===== config.mk =====
export PLATFORM = sky130hd
export DESIGN_NAME = multiplex_display_driver
export DESIGN_NICKNAME = d
export VERILOG_FILES = /design/src/rtl/multiplex_display_driver.sv
export SDC_FILE = /design/constraint.sdc
export NUM_CORES = 1
export LEC_CHECK = 0
export BUFFER_PORTS_ARGS = -buffer_cell sky130_fd_sc_hd__buf_4
export CAP_MARGIN = 0
export CORE_MARGIN = 3
export CORE_UTILIZATION = 59
export CTS_BUF_LIST = sky130_fd_sc_hd__clkbuf_8 sky130_fd_sc_hd__clkbuf_16
export DETAILED_ROUTE_END_ITERATION = 8
export PLACE_DENSITY_LB_ADDON = 0.12
export SLEW_MARGIN = 20
export SYNTH_ARGS = -nofsm -noshare
export SYNTH_HDL_FRONTEND = slang
export SYNTH_SLANG_ARGS = --single-unit

===== constraint.sdc =====
create_clock -name clk_in -period 6 [get_ports clk_in]
set_input_delay 0.3 -clock clk_in [delete_from_list [all_inputs] [get_ports clk_in]]
set_output_delay 0.3 -clock clk_in [all_outputs]
set_load 0.02 [all_outputs]

===== src/rtl/multiplex_display_driver.sv =====
`default_nettype none
// ============================================================================
// Module   : multiplex_display_driver
// Brief    : Multiplexed 7-segment driver with tear-free double buffering,
//            PWM dimming, per-digit blink and one-cycle anti-ghost dead time.
// Revision : 1.0 - initial release
// ============================================================================
module multiplex_display_driver #(
  parameter int NUM_DIGITS   = 8,
  parameter int COUNT_PERIOD = 100000,
  parameter int PWM_BITS     = 4,
  parameter int BLINK_FRAMES = 64
) (
  input  logic                    clk_in,
  input  logic                    rst_in,
  input  logic [4*NUM_DIGITS-1:0] val_in,
  input  logic [NUM_DIGITS-1:0]   dp_in,
  input  logic [NUM_DIGITS-1:0]   blank_in,
  input  logic [NUM_DIGITS-1:0]   blink_in,
  input  logic [PWM_BITS-1:0]     brightness_in,
  input  logic                    load_in,
  output logic [6:0]              cat_out,
  output logic                    dp_out,
  output logic [NUM_DIGITS-1:0]   an_out,
  output logic                    frame_done_out
);

  localparam int c_DW = (COUNT_PERIOD > 0) ? $clog2(COUNT_PERIOD + 1) : 1;
  localparam int c_IW = $clog2(NUM_DIGITS);
  localparam int c_FW = (BLINK_FRAMES > 1) ? $clog2(BLINK_FRAMES) : 1;

  localparam logic [c_DW-1:0]       c_DWELL_MAX = c_DW'(COUNT_PERIOD);
  localparam logic [c_IW-1:0]       c_IDX_MAX   = c_IW'(NUM_DIGITS - 1);
  localparam logic [c_FW-1:0]       c_FRAME_MAX = c_FW'(BLINK_FRAMES - 1);
  localparam logic [NUM_DIGITS-1:0] c_AN_ONE    = NUM_DIGITS'(1);

  // Scan state
  logic [c_DW-1:0]       r_dwell;
  logic [c_IW-1:0]       r_idx;
  logic [c_FW-1:0]       r_frame;
  logic                  r_blink_phase;
  logic [PWM_BITS-1:0]   r_pwm;

  // Pending (host-facing) and active (display-facing) register sets
  logic [4*NUM_DIGITS-1:0] r_pend_val;
  logic [NUM_DIGITS-1:0]   r_pend_dp;
  logic [NUM_DIGITS-1:0]   r_pend_blank;
  logic [NUM_DIGITS-1:0]   r_pend_blink;
  logic [PWM_BITS-1:0]     r_pend_bright;
  logic                    r_pend_valid;

  logic [4*NUM_DIGITS-1:0] r_act_val;
  logic [NUM_DIGITS-1:0]   r_act_dp;
  logic [NUM_DIGITS-1:0]   r_act_blank;
  logic [NUM_DIGITS-1:0]   r_act_blink;
  logic [PWM_BITS-1:0]     r_act_bright;

  // Registered pins
  logic [6:0]            r_cat;
  logic                  r_dp;
  logic [NUM_DIGITS-1:0] r_an;
  logic                  r_frame_done;

  logic                  w_dwell_end;
  logic                  w_wrap;
  logic [3:0]            w_nibble;
  logic                  w_dp_sel;
  logic                  w_blank_sel;
  logic                  w_blink_sel;
  logic [6:0]            w_seg;
  logic                  w_pwm_on;
  logic                  w_lit;
  logic [NUM_DIGITS-1:0] w_an_sel;

  assign w_dwell_end = (r_dwell == c_DWELL_MAX);
  assign w_wrap      = w_dwell_end && (r_idx == c_IDX_MAX);

  always_ff @(posedge clk_in or posedge rst_in) begin
    if (rst_in) begin
      r_dwell       <= '0;
      r_idx         <= '0;
      r_frame       <= '0;
      r_blink_phase <= 1'b0;
      r_pwm         <= '0;
    end else begin
      r_pwm <= r_pwm + PWM_BITS'(1);
      if (w_dwell_end) begin
        r_dwell <= '0;
        r_idx   <= (r_idx == c_IDX_MAX) ? '0 : r_idx + c_IW'(1);
      end else begin
        r_dwell <= r_dwell + c_DW'(1);
      end
      if (w_wrap) begin
        if (r_frame == c_FRAME_MAX) begin
          r_frame       <= '0;
          r_blink_phase <= ~r_blink_phase;
        end else begin
          r_frame <= r_frame + c_FW'(1);
        end
      end
    end
  end

  // A load on the wrap cycle stays pending; the wrap commits what was already there.
  always_ff @(posedge clk_in or posedge rst_in) begin
    if (rst_in) begin
      r_pend_val    <= '0;
      r_pend_dp     <= '0;
      r_pend_blank  <= '0;
      r_pend_blink  <= '0;
      r_pend_bright <= '0;
      r_pend_valid  <= 1'b0;
      r_act_val     <= '0;
      r_act_dp      <= '0;
      r_act_blank   <= '1;
      r_act_blink   <= '0;
      r_act_bright  <= '0;
    end else begin
      if (load_in) begin
        r_pend_val    <= val_in;
        r_pend_dp     <= dp_in;
        r_pend_blank  <= blank_in;
        r_pend_blink  <= blink_in;
        r_pend_bright <= brightness_in;
        r_pend_valid  <= 1'b1;
      end else if (w_wrap) begin
        r_pend_valid  <= 1'b0;
      end
      if (w_wrap && r_pend_valid) begin
        r_act_val    <= r_pend_val;
        r_act_dp     <= r_pend_dp;
        r_act_blank  <= r_pend_blank;
        r_act_blink  <= r_pend_blink;
        r_act_bright <= r_pend_bright;
      end
    end
  end

  always_comb begin
    w_nibble    = '0;
    w_dp_sel    = 1'b0;
    w_blank_sel = 1'b1;
    w_blink_sel = 1'b0;
    for (int i = 0; i < NUM_DIGITS; i++) begin
      if (r_idx == c_IW'(i)) begin
        w_nibble    = r_act_val[4*i +: 4];
        w_dp_sel    = r_act_dp[i];
        w_blank_sel = r_act_blank[i];
        w_blink_sel = r_act_blink[i];
      end
    end
  end

  // Active-high glyphs, bit0 = a ... bit6 = g
  always_comb begin
    w_seg = 7'h00;
    case (w_nibble)
      4'h0:    w_seg = 7'h3F;
      4'h1:    w_seg = 7'h06;
      4'h2:    w_seg = 7'h5B;
      4'h3:    w_seg = 7'h4F;
      4'h4:    w_seg = 7'h66;
      4'h5:    w_seg = 7'h6D;
      4'h6:    w_seg = 7'h7D;
      4'h7:    w_seg = 7'h07;
      4'h8:    w_seg = 7'h7F;
      4'h9:    w_seg = 7'h6F;
      4'hA:    w_seg = 7'h77;
      4'hB:    w_seg = 7'h7C;
      4'hC:    w_seg = 7'h39;
      4'hD:    w_seg = 7'h5E;
      4'hE:    w_seg = 7'h79;
      default: w_seg = 7'h71;
    endcase
  end

  // All-ones brightness is forced fully on so full scale really means 100%.
  assign w_pwm_on = (&r_act_bright) || (r_pwm < r_act_bright);
  assign w_lit    = ~w_blank_sel && ~(w_blink_sel && r_blink_phase)
                    && w_pwm_on && (r_dwell != '0);
  assign w_an_sel = ~(c_AN_ONE << r_idx);

  always_ff @(posedge clk_in or posedge rst_in) begin
    if (rst_in) begin
      r_an         <= '1;
      r_cat        <= 7'h7F;
      r_dp         <= 1'b1;
      r_frame_done <= 1'b0;
    end else begin
      r_frame_done <= w_wrap;
      if (w_lit) begin
        r_an  <= w_an_sel;
        r_cat <= ~w_seg;
        r_dp  <= ~w_dp_sel;
      end else begin
        r_an  <= '1;
        r_cat <= 7'h7F;
        r_dp  <= 1'b1;
      end
    end
  end

  assign an_out         = r_an;
  assign cat_out        = r_cat;
  assign dp_out         = r_dp;
  assign frame_done_out = r_frame_done;

endmodule
`default_nettype wire


# Word level (Yosys, flattened, before mapping)
# Memories as Yosys holds them, arrays and structs flattened.
# Cells that the tools add are included.
# word_totals
ff_bits	169
mem_bits_ro	112
out_inout_bits	17
word_cells	94
n_memories	1
# memory_table
name	words	word_bits	read_ports	rd_ports_with_merged_regs	wr	line_no	source
(name not given)	16	7	1	0	0	157	case (w_nibble)
# op_classes
addsub	4
n_lt_le_gt_ge	1
n_eq_ne	9
n_shift	1
n_mux	40
bitwise	6
n_reduce_logical	12
# ops
op	n
2-to-1 mux 4 bit	8
2-to-1 mux 1 bit	27
adder 17 x 1 -> 17 bit, second input constant	1
== test 17 bit, second input constant	1
2-to-1 mux 17 bit	1
nonzero test 17 bit	1
== test 3 bit, second input constant	4
2-to-1 mux 8 bit	1
NOT 8 bit	1
left shift 1 x 3 -> 8 bit, first input constant	1
2-to-1 mux 7 bit	1
NOT 7 bit	1
adder 6 x 1 -> 6 bit, second input constant	1
== test 3 x 2 -> 1 bit, second input constant	2
== test 6 bit, second input constant	1
logical AND 1 bit	6
2-to-1 mux 6 bit	1
adder 4 x 1 -> 4 bit, second input constant	1
< comparator 4 bit	1
NOT 1 bit	4
AND reduction 4 bit	1
adder 3 x 1 -> 3 bit, second input constant	1
== test 3 x 1 -> 1 bit, second input constant	1
zero test 3 bit	1
4 further kinds	4

# Longest topological paths before layout
# Gate-level depths: netlist of the first run.
# depth
ltp_word	15
mapped_depth	14
ltp_nobuf	12

# Worst setup path before layout of the first run
# OpenSTA, ideal clock, no wires.
# synth_timing
path_type	register to register
start	register r_idx[1]
end	register r_cat[3] (netlist: cat_out[3])
setup_ns	0.089
arrival_ns	2.581
t_required_ns	5.911
path_slack_ns	3.330
path_stages_with_launch	15
path_cell_list	dfrtp_1 inv_1 ha_1 buf_2 buf_4 buf_2 o21ai_0 a32oi_1 o22ai_1 a22oi_1 inv_1 ha_1 mux2_2 nand2_1 o211ai_1
# synth_between
elab_chain_len	15
elab_cells_between_ends	41
cone_classes	7 x eq/ne; 25 x mux; 3 x bitwise; 5 x reduce/logical; 1 x memory
# synth_rtl
item	line_no	source
start: declaration	39	logic [c_IW-1:0] r_idx;
start signal: assignment	89	r_idx <= (r_idx == c_IDX_MAX) ? '0 : r_idx + c_IW'(1);
parallel branches: the longest is 14 deep, another holds memory read (16 x 7 bit)	-	
2-to-1 mux 7 bit (*)	191	if (w_lit) begin
end signal: assignment	193	r_cat <= ~w_seg;
end: declaration	59	logic [6:0] r_cat;
# Mark *: on every way between the ends.
# A chain may end at the register's enable or synchronous reset.

# Worst setup path in the final report of the first run
# layout_timing
start	register r_idx[2]
end	register r_cat[3] (netlist: cat_out[3])
# The elaborated chain is that of the path after synthesis.

==> results.sh, run 1 <==
export IMPL_grt_max_degree=100
export IMPL_synth_simple_gate_area_frac=0.07287
export IMPL_min_path_type="input port to async pin"
export IMPL_syn_area_per_cell_um2=13.30
export IMPL_viasPerCell=5.601
export IMPL_synthFlopType="dfrtp_1"
export IMPL_antenna_found_initial=0
export IMPL_routedWlPerCell_um=17.68
export IMPL_synthAdderAreaFrac=0.03097
export IMPL_synth_compound_area_share=0.07287
export IMPL_period_minus_slack_ps=3683
export IMPL_nNetsFinal=731
export IMPL_drv_slew=0
export IMPL_p_per_area_mw_per_mm2=263.9
export IMPL_rsz0062_at_grt="no"
export IMPL_io_pins=80
export IMPL_cts_num_sinks=169
export IMPL_gp_congestion=0.8949
export IMPL_fill_cells=909
export IMPL_yosysTopAreaCellShare=0.4728
export IMPL_rr_worst_depth=11
export IMPL_setup_viol=0
export IMPL_yosys_warnings=0
export IMPL_multi_input_area_mm2=0.003159
export IMPL_numCtsBuffers=17
export IMPL_synth_edf_count=0
export IMPL_synth_top_family_by_area="multiplexers"
export IMPL_die_y_um=120.1
export IMPL_synth_top_cell_by_area="dfrtp_1"
export IMPL_total_power_mw=2.352
export IMPL_cts_root_buf="clkbuf_16"
export IMPL_holdBufCountCts=0
export IMPL_synth_seq_cells=169
export IMPL_wl_um=14740
export IMPL_tns_ps=0
export IMPL_cts_tree="built"
export IMPL_r2r_start="r_idx[2]"
export IMPL_cts_setup_buffers=0
export IMPL_drv_cap=0
export IMPL_drive_gt1_frac=0.4033
export IMPL_cp_end_kind="register"
export IMPL_core_mm2=0.01267
export IMPL_rr_endpoint="cat_out[3]"
export IMPL_ff_latch_area_mm2=0.004259
export IMPL_start_util=0.6057
export IMPL_synth_xor_area_frac=0.02168
export IMPL_fin_area_mm2=0.008911
export IMPL_dieArea_mm2=0.01441
export IMPL_path_class="register to register"
export IMPL_final_hold_viol_count=0
export IMPL_fmax_ghz=0.2715
export IMPL_clk_pin_slew_worst_paths_ps=60
export IMPL_n_antenna_cell=0
export IMPL_cts_max_path_buffers=2
export IMPL_min_period_over_period=0.6139
export IMPL_io_buffers=79
export IMPL_insertion_delay_ps=430
export IMPL_drt_iter0_drc=281
export IMPL_placed_cell_area_mm2=0.008329
export IMPL_fin_ws_ps=2317
export IMPL_cp_required_ps=6290
export IMPL_dpl_hpwl_um=10040
export IMPL_grt_total_usage=0.2213
export IMPL_finClkSkew_ps=10.12
export IMPL_grt_pass1_wl_um=24760
export IMPL_syn_to_final_growth_pct=16.11
export IMPL_power_leakage_nw=4.177
export IMPL_post_route_util=0.7033
export IMPL_rows=41
export IMPL_fp_dieW_um=120.1
export IMPL_grt_overflow_total=0
export IMPL_ys_types=56
export IMPL_synth_fp_nets=659
export IMPL_crit_path_max_fanout=22
export IMPL_vias=4671
export IMPL_drc=0
export IMPL_crit_arrival_ps=3980
export IMPL_max_vdd_ir_drop_v=0.0002300
export IMPL_synth_area_leaders="dfrtp_1 47%, mux2_4 12%, mux2_2 9.0%, dfstp_2 8.2%, ha_1 3.1%"
export IMPL_max_slew_margin_rel=0.2622
export IMPL_seq_area_frac_synth=0.5549
export IMPL_status="finished clean"
export IMPL_worstMarginPinSlew_ps=1107
export IMPL_ys_async_sr_fraction=1.000
export IMPL_syn_area_mm2=0.007675
export IMPL_first_global_vias=4793
export IMPL_cts_resized=0
export IMPL_cts_max_level=4
export IMPL_synthCells=577
export IMPL_rrSetupSlack_ps=2320
export IMPL_dr_pass1_iters=5
export IMPL_pre_cts_ws_ps=2416
export IMPL_ant_nets=0
export IMPL_synthMuxAreaShare=0.2121
export IMPL_cp_start_kind="register"
[state kept, by name (all words and copies together), names as in the netlist, 3 cells and up]
register       cells
an_out             8
cat_out            7
r_act_blank        8
r_act_blink        8
r_act_bright       4
r_act_dp           8
r_act_val         32
r_dwell           17
r_frame            6
r_idx              3
r_pend_blank       8
r_pend_blink       8
r_pend_bright      4
r_pend_dp          8
r_pend_val        32
r_pwm              4
[metrics by stage]
step | std cells | hold slack, ps
3_5_place_dp | 802 | 480.8
5_1_grt | 834 | 82.16
3_3_place_gp | 802 | 456.5
4_1_cts | 834 | 87.08
2_1_floorplan | 577 | 435.3
6_report | 834 | 85.23
[worst max-delay path, cell delays in order, from the launching register on]
cell	delay (ps)
dfrtp_1	800
inv_2	230
ha_1	410
or2_2	380
a221oi_1	340
o22ai_1	180
a22oi_1	360
inv_1	180
ha_1	250
mux2_2	260
nand2_1	70
o211ai_1	100
[cell usage after synthesis (all sizes together), types with 6 or more instances]
cell type and instances:
dfrtp 145, mux2 121, nand2 40, inv 25
dfstp 24, a21oi 21, nand3 21, nor2 20
ha 19, buf 16, o21ai 16, clkbuf 11
xnor2 11, xor2 8, a221oi 7, a21o 6
nor2b 6
[layout make-up]
cell class / count / share of cell area
clock inverters: 13 / 0.01348
flip-flops and latches: 169 / 0.4780
multi-input cells: 355 / 0.3545
well taps: 172 / 0.02415
inverters: 26 / 0.01165
clock buffers: 19 / 0.05083
repair buffers: 80 / 0.06740
[cells in the final DEF, fill, tap and decap left out, drive strengths merged, types with 2 or more instances in the layout]
master,instances
a21o,6
a21oi,21
a221oi,7
a22oi,2
a31oi,2
and3,5
buf,80
clkbuf,19
clkinv,8
clkinvlp,3
dfrtp,145
dfstp,24
ha,19
inv,27
mux2,121
mux2i,4
nand2,40
nand2b,3
nand3,21
nand3b,3
nand4,3
nor2,20
nor2b,6
nor3,4
nor4,3
o211ai,4
o21ai,16
o221ai,5
o22ai,4
xnor2,11
xor2,8
[metal layers]
layer	GRT usage	vias up	wire (µm)
met5	0	-	0
met4	0.05798	0	138
met3	0.06032	11	736
met2	0.3442	135	6947
met1	0.3107	2330	6918
li1	-	2195	-
[worst max-delay path by stage]
| stage | start | to | slack (ps) |
|---|---|---|---|
| after floorplan | rst_in | frame_done_out | 1160 |
| after global placement | r_idx[2] | cat_out[3] | 2640 |
| after detailed placement | r_idx[2] | cat_out[3] | 2420 |
| after CTS | r_idx[2] | cat_out[3] | 2380 |
| after global routing | r_idx[2] | cat_out[3] | 1960 |
| final | r_idx[2] | cat_out[3] | 2320 |
[power by group]
group | switching (mW) | internal (mW) | total, mW
Clock | 0.444 | 0.595 | 1.04
Combinational | 0.0445 | 0.0629 | 0.107
Sequential | 0.0240 | 1.18 | 1.21
Total | 0.513 | 1.84 | 2.35
[logic make-up (layout without fill, tap and decap cells)]
kind of cell,after synthesis,in the layout
buffers and inverters,53,138
multiplexers,125,125
adder cells (fa/ha/maj),19,19
AND/OR/NAND/NOR,112,112
XOR/XNOR,19,19
flip-flops,169,169
AO/OA/AOI/OAI,80,80
Note: power is estimated with default switching activity, not from simulation.
==> run 2: changes to the inputs <==
--- a/config.mk
+++ b/config.mk
@@ -8,7 +8,7 @@
 export BUFFER_PORTS_ARGS = -buffer_cell sky130_fd_sc_hd__buf_4
 export CAP_MARGIN = 0
 export CORE_MARGIN = 3
-export CORE_UTILIZATION = 59
+export CORE_UTILIZATION = 53
 export CTS_BUF_LIST = sky130_fd_sc_hd__clkbuf_8 sky130_fd_sc_hd__clkbuf_16
 export DETAILED_ROUTE_END_ITERATION = 8
 export PLACE_DENSITY_LB_ADDON = 0.12
==> constraint.sdc (replaced) <==
create_clock -name clk_in -period 3.34 [get_ports clk_in]
set_input_delay 0.167 -clock clk_in [delete_from_list [all_inputs] [get_ports clk_in]]
set_output_delay 0.167 -clock clk_in [all_outputs]
set_load 0.02 [all_outputs]
==> run 2 against run 1 <==
  * Total power grew 95%
  * Wire length increased by 3.5%
  * Clock power is 110% higher
  * Critical path depth grew 1
  * Sequential share of layout area decreased by 3.8 points
  * Combinational power up 130%
  * Die area rose by 11%
  * First-iteration DRC count is 0.71% lower
  * Register-to-register slack lost 2000 ps
  * Via count is 5.9% higher
  * Critical endpoint unchanged
==> results.sh, run 2 (synthesis gave the netlist of run 1 again) <==
export IMPL_n_antenna_cell=0
export IMPL_rrSetupSlack_ps=310
export IMPL_drc=0
export IMPL_core_mm2=0.01404
export IMPL_rows=43
export IMPL_io_pins=80
export IMPL_max_vdd_ir_drop_v=0.0003726
export IMPL_fill_cells=952
export IMPL_drive_gt1_frac=0.3762
export IMPL_final_hold_viol_count=0
export IMPL_fmax_ghz=0.3299
export IMPL_cts_max_path_buffers=2
export IMPL_viasPerCell=5.430
export IMPL_crit_path_top_delay_cell="ha_1"
export IMPL_ant_nets=0
export IMPL_cp_required_ps=3680
export IMPL_start_util=0.5466
export IMPL_cts_root_buf="clkbuf_16"
export IMPL_cts_setup_buffers=0
export IMPL_holdWs_ps=3.208
export IMPL_drv_cap=0
export IMPL_swShare=0.2059
export IMPL_cts_resized=0
export IMPL_drv_slew=0
export IMPL_wl_um=15260
export IMPL_power_leakage_nw=4.514
export IMPL_cts_tree="built"
export IMPL_worstMarginPinSlew_ps=853.2
export IMPL_cp_start_kind="register"
export IMPL_numCtsBuffers=17
export IMPL_fp_dieW_um=126.3
export IMPL_clkPwrFrac=0.472
export IMPL_cp_end_kind="register"
export IMPL_combPwrFrac=0.055
export IMPL_period_minus_slack_ps=3031
export IMPL_cts_max_level=4
export IMPL_grt_total_usage=0.2024
export IMPL_grt_max_degree=170
export IMPL_io_buffers=79
export IMPL_finClkSkew_ps=6.550
export IMPL_grt_overflow_total=0
export IMPL_die_y_um=126.3
export IMPL_r2r_start="r_idx[1]"
export IMPL_crit_arrival_ps=3370
export IMPL_rr_worst_depth=12
export IMPL_p_sw_mw=0.9418
export IMPL_p_per_area_mw_per_mm2=472.2
export IMPL_pwr_share_seq=0.473
export IMPL_first_global_vias=5007
export IMPL_dieArea_mm2=0.01596
export IMPL_status="finished clean"
export IMPL_cts_num_sinks=169
export IMPL_grt_pass1_wl_um=25590
export IMPL_drt_iter0_drc=279
export IMPL_crit_chain="inv_1, ha_1, buf_4, o21ai_0, a32oi_1, o22ai_1, a22oi_1, inv_1, ha_1, mux2_2, nand2_1, o211ai_1"
export IMPL_min_path_type="input port to async pin"
export IMPL_crit_path_max_fanout=18
export IMPL_rsz0062_at_grt="no"
export IMPL_routedWlPerCell_um=16.75
export IMPL_tns_ps=0
export IMPL_nNetsFinal=800
export IMPL_antenna_found_initial=0
export IMPL_syn_to_final_growth_pct=26.25
export IMPL_vias=4947
export IMPL_dr_pass1_iters=5
export IMPL_dpl_hpwl_um=10040
export IMPL_setup_viol=0
export IMPL_intPower_mw=3.633
export IMPL_final_cell_mix="145 x dfrtp_1, 87 x buf_4, 61 x mux2_2, 60 x mux2_4, 60 x dlygate4sd3_1"
export IMPL_insertion_delay_ps=430
export IMPL_critPathMaxStageDelay_ps=520
export IMPL_min_period_over_period=0.9076
export IMPL_max_slew_margin_rel=0.4312
export IMPL_rr_endpoint="cat_out[3]"
export IMPL_path_class="register to register"
export IMPL_final_common_cell="dfrtp_1"
export IMPL_gp_congestion=0.8495
export IMPL_top_regs="r_act_val (32), r_pend_val (32), r_dwell (17)"
export IMPL_clk_pin_slew_worst_paths_ps=60
[run 2: area by class of cell]
| type | instances | area (µm²) | share of cell area |
|---|---|---|---|
| Clock buffer | 18 | 439.2 | 0.04533 |
| Clock inverter | 14 | 219.0 | 0.02260 |
| Inverter | 26 | 102.6 | 0.01059 |
| Multi-Input combinational cell | 355 | 3151 | 0.3252 |
| Sequential cell | 169 | 4259 | 0.4396 |
| Tap cell | 180 | 225.2 | 0.02324 |
| Timing Repair Buffer | 149 | 1294 | 0.1335 |
[run 2: power by group through the flow]
stage / logic [mW] / registers, mW / clock network [mW]
detailed placement: 0.198 / 2.20 / 0
floorplan: 0.120 / 2.18 / 0
global placement: 0.190 / 2.20 / 0
finish: 0.251 / 2.16 / 2.16
CTS: 0.255 / 2.17 / 2.21
global route: 0.277 / 2.17 / 2.29
[run 2: critical path: cells and delay by family, from the launching register on]
| family | cells | cell delay [ps] |
|---|---|---|
| AO/OA/AOI/OAI | 5 | 820 |
| adder cells (fa/ha/maj) | 2 | 790 |
| buffers and inverters | 3 | 580 |
| flip-flops | 1 | 400 |
| multiplexers | 1 | 270 |
| AND/OR/NAND/NOR | 1 | 60 |
[run 2: repair_timing]
action	CTS	global route
setup endpoints to repair	0	0
hold endpoints to repair	60	0
hold buffers	60	0
[run 2: per-stage QoR]
stage | cells | instance area (µm²) | util | power [mW] | setup slack (ps)
2_1_floorplan | 577 | 7679 | - | 2.304 | 669.9
3_3_place_gp | 819 | 8431 | 0.6004 | 2.389 | 540.4
6_report | 911 | 9689 | 0.6900 | 4.575 | 308.6
4_1_cts | 911 | 9689 | 0.6900 | 4.631 | 354.4
3_5_place_dp | 819 | 8431 | 0.6004 | 2.401 | 375.7
5_1_grt | 911 | 9689 | 0.6900 | 4.743 | 83.69
[run 2: how the worst max path moves through the flow]
stage	startpoint	to	cells after the start
detailed placement	r_idx[1]	cat_out[3]	12
global route	r_idx[1]	cat_out[3]	11
CTS	r_idx[1]	cat_out[3]	12
global placement	r_idx[1]	cat_out[3]	12
floorplan	r_idx[1]	cat_out[3]	14
finish	r_idx[1]	cat_out[3]	12
[run 2: per-layer routing]
| layer | vias up | track usage | routed length (µm) |
|---|---|---|---|
| met1 | 2448 | 0.2811 | 6928 |
| met5 | - | 0 | 0 |
| li1 | 2325 | - | - |
| met2 | 148 | 0.3142 | 7307 |
| met4 | 0 | 0.08202 | 323 |
| met3 | 26 | 0.04211 | 704 |
==> run 3: changes to the inputs <==
--- a/config.mk
+++ b/config.mk
@@ -7,7 +7,7 @@
 export LEC_CHECK = 0
 export BUFFER_PORTS_ARGS = -buffer_cell sky130_fd_sc_hd__buf_4
 export CAP_MARGIN = 0
-export CORE_MARGIN = 3
+export CORE_MARGIN = 2
 export CORE_UTILIZATION = 53
 export CTS_BUF_LIST = sky130_fd_sc_hd__clkbuf_8 sky130_fd_sc_hd__clkbuf_16
 export DETAILED_ROUTE_END_ITERATION = 8
==> constraint.sdc (replaced) <==
create_clock -name clk_in -period 3.34 [get_ports clk_in]
set_input_delay 0.167 -clock clk_in [delete_from_list [all_inputs] [get_ports clk_in]]
set_output_delay 0.167 -clock clk_in [all_outputs]
set_load 0.1 [all_outputs]
==> run 3 against run 2 <==
  * The flow now finishes with violations (hold timing)
  * Sequential share of layout area is 0.18 points higher
  * Combinational power about the same
  * Cell count up 0.11%
  * First-iteration DRC count decreased by 16%
==> results.sh, run 3 (synthesis gave the netlist of run 1 again) <==
export IMPL_status="finished, violations left"
export IMPL_violations="hold timing"
export IMPL_crit_chain="inv_1, ha_1, buf_4, o21ai_0, a32oi_1, o22ai_1, a22oi_1, inv_1, ha_1, mux2_2, nand2_1, o211ai_1"
export IMPL_die_y_um=124.3
export IMPL_final_common_cell="dfrtp_1"
export IMPL_fmax_ghz=0.3339
export IMPL_cts_max_level=4
export IMPL_dr_pass1_iters=4
export IMPL_grt_total_usage=0.2093
export IMPL_n_antenna_cell=0
export IMPL_clk_pin_slew_worst_paths_ps=60
export IMPL_power_leakage_nw=4.499
export IMPL_drv_slew=0
export IMPL_final_cells=912
export IMPL_grt_max_degree=170
export IMPL_routedWlPerCell_um=16.56
export IMPL_insertion_delay_ps=430
export IMPL_grt_pass1_wl_um=25730
export IMPL_cts_max_path_buffers=2
export IMPL_rows=43
export IMPL_crit_path_top_delay_cell="ha_1"
export IMPL_drt_iter0_drc=233
export IMPL_tns_ps=0
export IMPL_pre_cts_ws_ps=416.9
export IMPL_first_global_vias=5037
export IMPL_setup_viol=0
export IMPL_viasPerCell=5.385
export IMPL_final_cell_mix="145 x dfrtp_1, 88 x buf_4, 61 x mux2_2, 60 x mux2_4, 60 x dlygate4sd3_1"
export IMPL_numCtsBuffers=17
export IMPL_fp_dieW_um=124.3
export IMPL_vias=4911
export IMPL_grt_overflow_total=0
export IMPL_cts_resized=0
export IMPL_max_vdd_ir_drop_v=0.0004025
export IMPL_placed_cells=820
export IMPL_critPathMaxStageDelay_ps=490
export IMPL_cp_end_kind="register"
export IMPL_cts_num_sinks=169
export IMPL_fin_ws_ps=345.1
export IMPL_top_regs="r_act_val (32), r_pend_val (32), r_dwell (17)"
export IMPL_io_buffers=79
export IMPL_fill_cells=998
export IMPL_syn_to_final_growth_pct=25.74
export IMPL_worstMarginPinSlew_ps=870.9
export IMPL_cts_tree="built"
export IMPL_cts_root_buf="clkbuf_16"
export IMPL_nNetsFinal=801
export IMPL_holdWs_ps=-16.83
export IMPL_p_per_area_mw_per_mm2=457.6
export IMPL_finClkSkew_ps=8.732
export IMPL_start_util=0.5487
export IMPL_dpl_hpwl_um=9906
export IMPL_io_pins=80
export IMPL_placed_cell_area_mm2=0.008438
export IMPL_crit_path_max_fanout=17
export IMPL_post_route_util=0.6899
export IMPL_max_slew_margin_rel=0.4194
export IMPL_antenna_found_initial=0
export IMPL_min_period_over_period=0.8967
export IMPL_cp_required_ps=3680
export IMPL_drv_cap=0
export IMPL_gp_congestion=0.8683
export IMPL_core_mm2=0.01399
export IMPL_drive_gt1_frac=0.3770
export IMPL_min_path_type="input port to async pin"
export IMPL_path_class="register to register"
export IMPL_dieArea_mm2=0.01546
export IMPL_drc=0
export IMPL_wl_um=15100
export IMPL_crit_arrival_ps=3330
export IMPL_rsz0062_at_grt="no"
export IMPL_ant_nets=0
export IMPL_final_hold_viol_count=10
export IMPL_cp_start_kind="register"
export IMPL_period_minus_slack_ps=2995
export IMPL_fin_area_mm2=0.009651
## run 3: cell count changes in the layout (fill, tap and decap cells not counted), sizes merged
cell / change
clkinv: +2
bufinv: -2
buf: +1
## run 3: worst paths after layout
path                          start        endpoint  slack [ps]  cells past startpoint
max reg2reg                r_idx[1]      cat_out[3]         350                     12
min in group clk_in         load_in  r_pend_val[28]         410                      2
min                          rst_in      r_dwell[2]         -20                      3
max                        r_idx[1]      cat_out[3]         350                     12
min reg2reg                r_pwm[0]        r_pwm[0]         480                      1
max in group asynchronous    rst_in   r_act_val[23]        2690                      3
## run 3: per-stage QoR
step / total power, mW / hold slack (ps)
2_1_floorplan: 2.304 / 318.7
3_3_place_gp: 2.389 / 401.1
3_5_place_dp: 2.400 / 403.0
4_1_cts: 4.472 / 46.54
5_1_grt: 4.598 / 74.91
6_report: 4.416 / -16.83
## run 3: timing repair
| item | 4_1_cts | 5_1_grt |
|---|---|---|
| endpoints found under the hold margin | 60 | 0 |
| buffers inserted | 0 | 0 |
| hold buffers | 60 | 0 |
## run 3: layout make-up
type                            instances  area (µm²)  share of cell area
Timing Repair Buffer                  150        1301              0.1348
Inverter                               26       102.6             0.01063
Clock buffer                           18       439.2             0.04551
Multi-Input combinational cell        355        3151              0.3265
Sequential cell                       169        4259              0.4413
Tap cell                              180       225.2             0.02334
Clock inverter                         14       172.7             0.01789
## run 3: where the power goes
group          internal [mW]  leakage (nW)  switching (mW)
combinational          0.160          2.09          0.0912
clock                   1.20         0.291           0.801
sequential              2.12          2.12          0.0423
total                   3.48          4.50           0.934
## run 3: critical path: cells and delay by family, from the launching register on
kind,cells,cell delay [ps]
AO/OA/AOI/OAI,5,860
adder cells (fa/ha/maj),2,730
buffers and inverters,3,580
flip-flops,1,400
multiplexers,1,260
AND/OR/NAND/NOR,1,70
## run 3: routing by layer
layer,track usage,share of wire
met5,0,0
met4,0.07601,0.016
met3,0.05455,0.045
met2,0.3182,0.48
met1,0.2925,0.46
